### src/rtl/interrupt_sequencer.sv
// Arbitrates RESET/NMI/IRQ/BRK at opcode boundaries and sequences the 7-step entry; outputs registered, ready=0 freezes all state.
// Optional INT_SYNC_EN: 2-flop synchronizers on nmi_in/irq_in (adds 2 cycles of request latency).
module interrupt_sequencer #(
    parameter logic [15:0] NMI_VEC = 16'hFFFA,
    parameter logic [15:0] RST_VEC = 16'hFFFC,
    parameter logic [15:0] IRQ_VEC = 16'hFFFE
) (
    input  logic        clk,
    input  logic        rst,
    input  logic        ready,
    input  logic        sync,
    input  logic        nmi_in,
    input  logic        irq_in,
    input  logic        i_flag,
    input  logic        brk_req,
    output logic        busy,
    output logic [2:0]  step,
    output logic [2:0]  bus_op,
    output logic        rnw,
    output logic [15:0] vector_addr,
    output logic        b_flag,
    output logic        set_i,
    output logic        done
);

    typedef enum logic [1:0] {K_RESET, K_NMI, K_IRQ, K_BRK} kind_t;
    typedef enum logic {IDLE, ENTRY} state_t;

    state_t      state, nxt_state;
    kind_t       kind, nxt_kind;
    logic [2:0]  nxt_step;
    logic [15:0] nxt_vec;
    logic        nmi_s, irq_s;
    logic        nmi_prev, nmi_pend, pending_reset;
    logic        nmi_edge, consume, clr_reset, nxt_entry;

`ifdef INT_SYNC_EN
    logic [1:0] nmi_sync, irq_sync;

    always_ff @(posedge clk or posedge rst) begin
        if (rst) begin
            nmi_sync <= 2'b00;
            irq_sync <= 2'b00;
        end else begin
            nmi_sync <= {nmi_sync[0], nmi_in};
            irq_sync <= {irq_sync[0], irq_in};
        end
    end

    assign nmi_s = nmi_sync[1];
    assign irq_s = irq_sync[1];
`else
    assign nmi_s = nmi_in;
    assign irq_s = irq_in;
`endif

    assign nmi_edge = nmi_s & ~nmi_prev;

    function automatic logic [2:0] op_of(input logic [2:0] s);
        return (s < 3'd2) ? 3'd1 : s;
    endfunction

    always_comb begin
        nxt_state = state;
        nxt_kind  = kind;
        nxt_step  = step;
        nxt_vec   = vector_addr;
        consume   = 1'b0;
        clr_reset = 1'b0;
        if (ready) begin
            case (state)
                IDLE: begin
                    if (pending_reset) begin
                        nxt_state = ENTRY;
                        nxt_kind  = K_RESET;
                        nxt_step  = 3'd0;
                        nxt_vec   = RST_VEC;
                    end else if (sync) begin
                        if (nmi_pend) begin
                            nxt_state = ENTRY;
                            nxt_kind  = K_NMI;
                            nxt_step  = 3'd0;
                            nxt_vec   = NMI_VEC;
                        end else if (irq_s && !i_flag) begin
                            nxt_state = ENTRY;
                            nxt_kind  = K_IRQ;
                            nxt_step  = 3'd0;
                            nxt_vec   = IRQ_VEC;
                        end else if (brk_req) begin
                            nxt_state = ENTRY;
                            nxt_kind  = K_BRK;
                            nxt_step  = 3'd0;
                            nxt_vec   = IRQ_VEC;
                        end
                    end
                end
                ENTRY: begin
                    if (step == 3'd6) begin
                        nxt_state = IDLE;
                        nxt_step  = 3'd0;
                        clr_reset = (kind == K_RESET);
                    end else begin
                        nxt_step = step + 3'd1;
                        // An NMI pending by the PUSH_P step takes over the vector fetch of IRQ/BRK.
                        if (step == 3'd4 && nmi_pend && kind != K_RESET) begin
                            consume = 1'b1;
                            nxt_vec = NMI_VEC;
                        end
                    end
                end
                default: nxt_state = IDLE;
            endcase
        end
    end

    assign nxt_entry = (nxt_state == ENTRY);

    always_ff @(posedge clk or posedge rst) begin
        if (rst) begin
            state         <= IDLE;
            kind          <= K_RESET;
            busy          <= 1'b0;
            step          <= 3'd0;
            bus_op        <= 3'd0;
            rnw           <= 1'b1;
            vector_addr   <= RST_VEC;
            b_flag        <= 1'b0;
            set_i         <= 1'b0;
            done          <= 1'b0;
            nmi_prev      <= 1'b0;
            nmi_pend      <= 1'b0;
            pending_reset <= 1'b1;
        end else begin
            state         <= nxt_state;
            kind          <= nxt_kind;
            busy          <= nxt_entry;
            step          <= nxt_step;
            bus_op        <= nxt_entry ? op_of(nxt_step) : 3'd0;
            rnw           <= !(nxt_entry && nxt_kind != K_RESET &&
                               nxt_step >= 3'd2 && nxt_step <= 3'd4);
            vector_addr   <= nxt_vec;
            b_flag        <= nxt_entry && nxt_step == 3'd4 && nxt_kind == K_BRK;
            set_i         <= nxt_entry && nxt_step == 3'd5;
            done          <= nxt_entry && nxt_step == 3'd6;
            nmi_prev      <= nmi_s;
            nmi_pend      <= (nmi_pend & ~consume) | nmi_edge;
            pending_reset <= pending_reset & ~clr_reset;
        end
    end

endmodule

### config.mk
export PLATFORM = sky130hd
export DESIGN_NAME = interrupt_sequencer
export DESIGN_NICKNAME = d
export VERILOG_FILES = /design/src/rtl/interrupt_sequencer.sv
export SDC_FILE = /design/constraint.sdc
export NUM_CORES = 1
export LEC_CHECK = 0
export ABC_CLOCK_PERIOD_IN_PS = 4010
export CAP_MARGIN = 30
export CORE_MARGIN = 3
export CORE_UTILIZATION = 48
export CTS_CLUSTER_DIAMETER = 80
export DETAILED_ROUTE_END_ITERATION = 8
export PLACE_DENSITY_LB_ADDON = 0.2
export SLEW_MARGIN = 20
export SYNTH_ARGS = -nofsm -noshare
export SYNTH_HDL_FRONTEND = slang
export SYNTH_SLANG_ARGS = --single-unit
### constraint.sdc
create_clock -name clk -period 4.01 [get_ports clk]
set_input_delay 0.6015 -clock clk [delete_from_list [all_inputs] [get_ports clk]]
set_output_delay 0.6015 -clock clk [all_outputs]
set_load 0.03 [all_outputs]
# == After elaboration in Yosys (flattened, before gate mapping) ==
# Cells that the tools add are included.
# Widths: inputs -> output; s select.
# word_totals
elab_cells,90
memories,0
out_inout_bits,27
mem_bits_rw,0
rom_bits,0
latch_bits,0
regBits,32
# classes
muxes,40
n_reduce_logical,16
n_lt_le_gt_ge,3
mul,0
shift,0
n_eq_ne,10
n_div,0
addsub,1
bitwise_logic,8
# ops
op,n
$mux 16,7
$pmux 16 s2,1
$mux 3,9
$eq 3x3->1 const B,5
$mux 1,14
$mux 2,7
$logic_and 1x1->1,10
$pmux 3 s2,1
$ne 5x5->1 const B,1
$reduce_and 5->1,1
$not 1->1,4
$reduce_bool 2->1,2
$add 3x1->3 const B,1
$and 1x1->1,3
$ge 3x2->1 const B,1
$le 3x3->1 const B,1
$lt 3x2->1 const B,1
$ne 3x3->1 const B,1
$eq 2x2->1 const B,1
$logic_not 1->1,2
$logic_not 2->1,1
$ne 2x1->1 const B,1
$ne 2x2->1 const B,1
$pmux 1 s2,1
$or 1x1->1,1

# == Depth between registers and ports, before layout ==
# logic_depth
word_depth,13
depth_mapped,6
ltp_nobuf,5

# == Worst setup path before layout ==
# OpenSTA, ideal clock, no wires.
# synth_path
path_type,input to register
startpoint,input port ready
endpoint,register vector_addr[1]
path_slack_ns,2.245
setup_time_ns,0.125
arrival_time_ns,1.640
stages,5
cell_sequence,clkbuf_2 nand2_1 nor4_1 a22o_2 mux2_4
# synth_between
elab_chain_cells,1
# synth_rtl
item,line_no,text
"start, declared",10,"input logic ready,"
$reduce_and 5->1 (no source line),n/a,
"end signal, assigned",141,vector_addr <= nxt_vec;
"end, declared",20,"output logic [15:0] vector_addr,"
# No other way between the ends.
# A chain may end at the register's enable or synchronous reset.

# == Worst setup path in the final report ==
# layout_path
startpoint,register step[1]
endpoint,output port step[1]
# layout_lines
item,line_no,text
"start, declared",17,"output logic [2:0] step,"
"start signal, assigned",137,step <= nxt_step;
# No word-level cell between the ends.

==> results.cfg <==
[sta]
drv_slew = 0
holdWs_ps = 437
rsz0062_at_grt = no
fmax_mhz = 449
skew_ps = 8.23
setup_viol = 0
tns_ps = 0
final_hold_viol_count = 0
finalCritPeriodShare = 0.556
worst-slew-pin-transition_ps = 698
fin_crit_ps = 2230
slew_headroom = 0.534

[die]
start_util = 0.515
num_rows = 16
die_w_um = 52.1
core_area_sq_um = 1980
fp.dieH_um = 52.1
io_pins = 35
dieArea_sq_um = 2720

[worst_setup_path]
cp_max_fo = 13
start_kind = register
required_ps = 3410
reg2reg_depth = 4
startpoint = step[1]$_DFF_PP0_
worstPathCellList = clkdlybuf4s50_1
endpoint = step[1]
worst-setup-path-type = register to output pin
worstSetupPathDepth = 1
critical_path.slowest_cell = clkdlybuf4s50_1
worstReg2RegEnd = vector_addr[1]$_DFFE_PP0P_
r2r_start = step[0]$_DFF_PP0_
critical_path.top_delay_family = buffers and inverters
crit_path_max_incr_delay_ps = 750
cp_num_buf_inv = 1
reg2reg_slack_ps = 2250
end_kind = output pin
arrival_ps = 1630

[global_routing]
grt_max_degree = 19
track_usage = 0.160
grt_pass1_wl_mm = 3.23
grt_pass1_vias = 757
antenna_found_initial = 0
overflow = 0

[synthesis]
ys_seq_area_frac = 0.445
netlist.area_leader.share = 0.368
synthTopCellsByArea = dfrtp_1, buf_4, dfstp_2
netlist.top_cell.by_area = dfrtp_1
yosys_register_bits = 18
synthCells = 106
syn_area_sq_um = 1020
synth_cell_types = 36
yosys_warnings = 0
avgSynthCellArea_sq_um = 9.63

[run]
drv_cap = 0

[final_layout]
fillerInstances = 170
layout.nets = 134
area_growth_pct = 18.3
final_common_cell = clkdlybuf4s50_1
drive_gt1_frac = 0.128
final_cell_mix = clkdlybuf4s50_1, dfrtp_1, conb_1, inv_1, nor2_1
antenna_cells = 0

[routing]
drtPass1Iterations = 4
wl_per_cell_um = 12.7
avgViaCountPerCell = 4.96
ant_nets = 0
drc_errors = 0
via_count = 754
drt-total-wl_mm = 1.93
drt_iter0_markers = 14

[cts]
cts_hold_buf = 0
clk_path_buf_depth = 2
post_cts_resized = 0
insertion_delay_ps = 290
cts_root_buf = clkbuf_4
cts_setup_buffers = 0
cts-buffers-inserted = 3
cts_sinks = 18
cts_tree = built
htree_levels = 1
cts.clk_slew.worst_paths_ps = 110

[placement]
portBuffers = 20
place_hpwl_mm = 1.44
gp_congestion = 0.840

[pwr]
leakage_nw = 0.558
p_per_area_nw_per_um2 = 741
ir_worst_vdd_mv = 0.459

[min_path]
hold_path_class = register to register

[outcome]
status = completed
cells by family after synthesis:
family / after synthesis / synth area share
multiplexers: 2 / 0.0294
flip-flops: 18 / 0.445
other: 2 / 0.00736
AND/OR/NAND/NOR: 32 / 0.170
buffers and inverters: 27 / 0.163
AO/OA/AOI/OAI: 25 / 0.185
Yosys cell counts:
master / n
or3_1: 1
a31oi_1: 4
nand3_1: 1
inv_1: 10
buf_4: 15
a41oi_2: 1
dfstp_2: 3
dfrtp_1: 15
o32a_1: 1
buf_6: 1
o41ai_1: 1
clkbuf_2: 1
a21o_1: 1
nor4_1: 2
nor2_1: 10
nand2b_2: 1
o2111ai_1: 1
nand2_1: 7
o21bai_1: 1
a21oi_1: 7
or2_4: 1
a22o_2: 1
and2b_2: 2
o211ai_1: 1
o21ai_0: 1
o21a_1: 1
nor3_1: 1
a221o_1: 1
conb_1: 2
a211oi_1: 1
and2b_1: 1
o22ai_1: 1
nor2b_1: 3
and4b_1: 2
mux2_4: 2
o21ai_4: 1
layer usage:
metal / up-vias / GRT usage / share of wire
met5: - / 0 / 0
met3: 0 / 0.0315 / 0.069
li1: 373 / - / -
met2: 27 / 0.262 / 0.47
met1: 354 / 0.207 / 0.46
met4: 0 / 0.0568 / 0
through the flow:
step | instances | utilization | area, sq um | power (W) | setup slack (ps)
floorplan | 118 | - | 1070 | 0.000652 | 2250
global placement | 148 | 0.591 | 1170 | 0.000781 | 1620
detailed placement | 148 | 0.591 | 1170 | 0.000786 | 1620
CTS | 152 | 0.609 | 1210 | 0.000900 | 1780
global route | 152 | 0.609 | 1210 | 0.000959 | 1730
finish | 152 | 0.609 | 1210 | 0.000895 | 1780
worst min path at each step:
stage | startpoint | to | cells past startpoint | slack (ps)
2_1_floorplan | nmi_prev$_DFF_PP0_ | nmi_pend$_DFF_PP0_ | 1 | 410
3_3_place_gp | nmi_prev$_DFF_PP0_ | nmi_pend$_DFF_PP0_ | 1 | 440
3_5_place_dp | nmi_prev$_DFF_PP0_ | nmi_pend$_DFF_PP0_ | 1 | 430
4_1_cts | nmi_prev$_DFF_PP0_ | nmi_pend$_DFF_PP0_ | 1 | 440
5_1_grt | nmi_prev$_DFF_PP0_ | nmi_pend$_DFF_PP0_ | 1 | 470
6_report | nmi_prev$_DFF_PP0_ | nmi_pend$_DFF_PP0_ | 1 | 440
sequential cells by signal, indices dropped and copies added (netlist names), 2 cells and up:
name and cells:
bus_op 3, step 3, kind 2, vector_addr 2
area by class of cell:
cell class	count	area, sq um	share of cell area
Clock buffer	4	36.3	0.0301
Timing Repair Buffer	20	200	0.166
Inverter	10	37.5	0.0311
Tap cell	27	33.8	0.0280
Multi-Input combinational cell	73	445	0.369
Sequential cell	18	454	0.376
power breakdown:
part	total (W)	switching (W)	internal, W
registers	0.000325	0.0000719	0.000253
clock network	0.000111	0.0000559	0.0000553
logic	0.000459	0.000267	0.000191
Power figures use the tool's default switching activity.
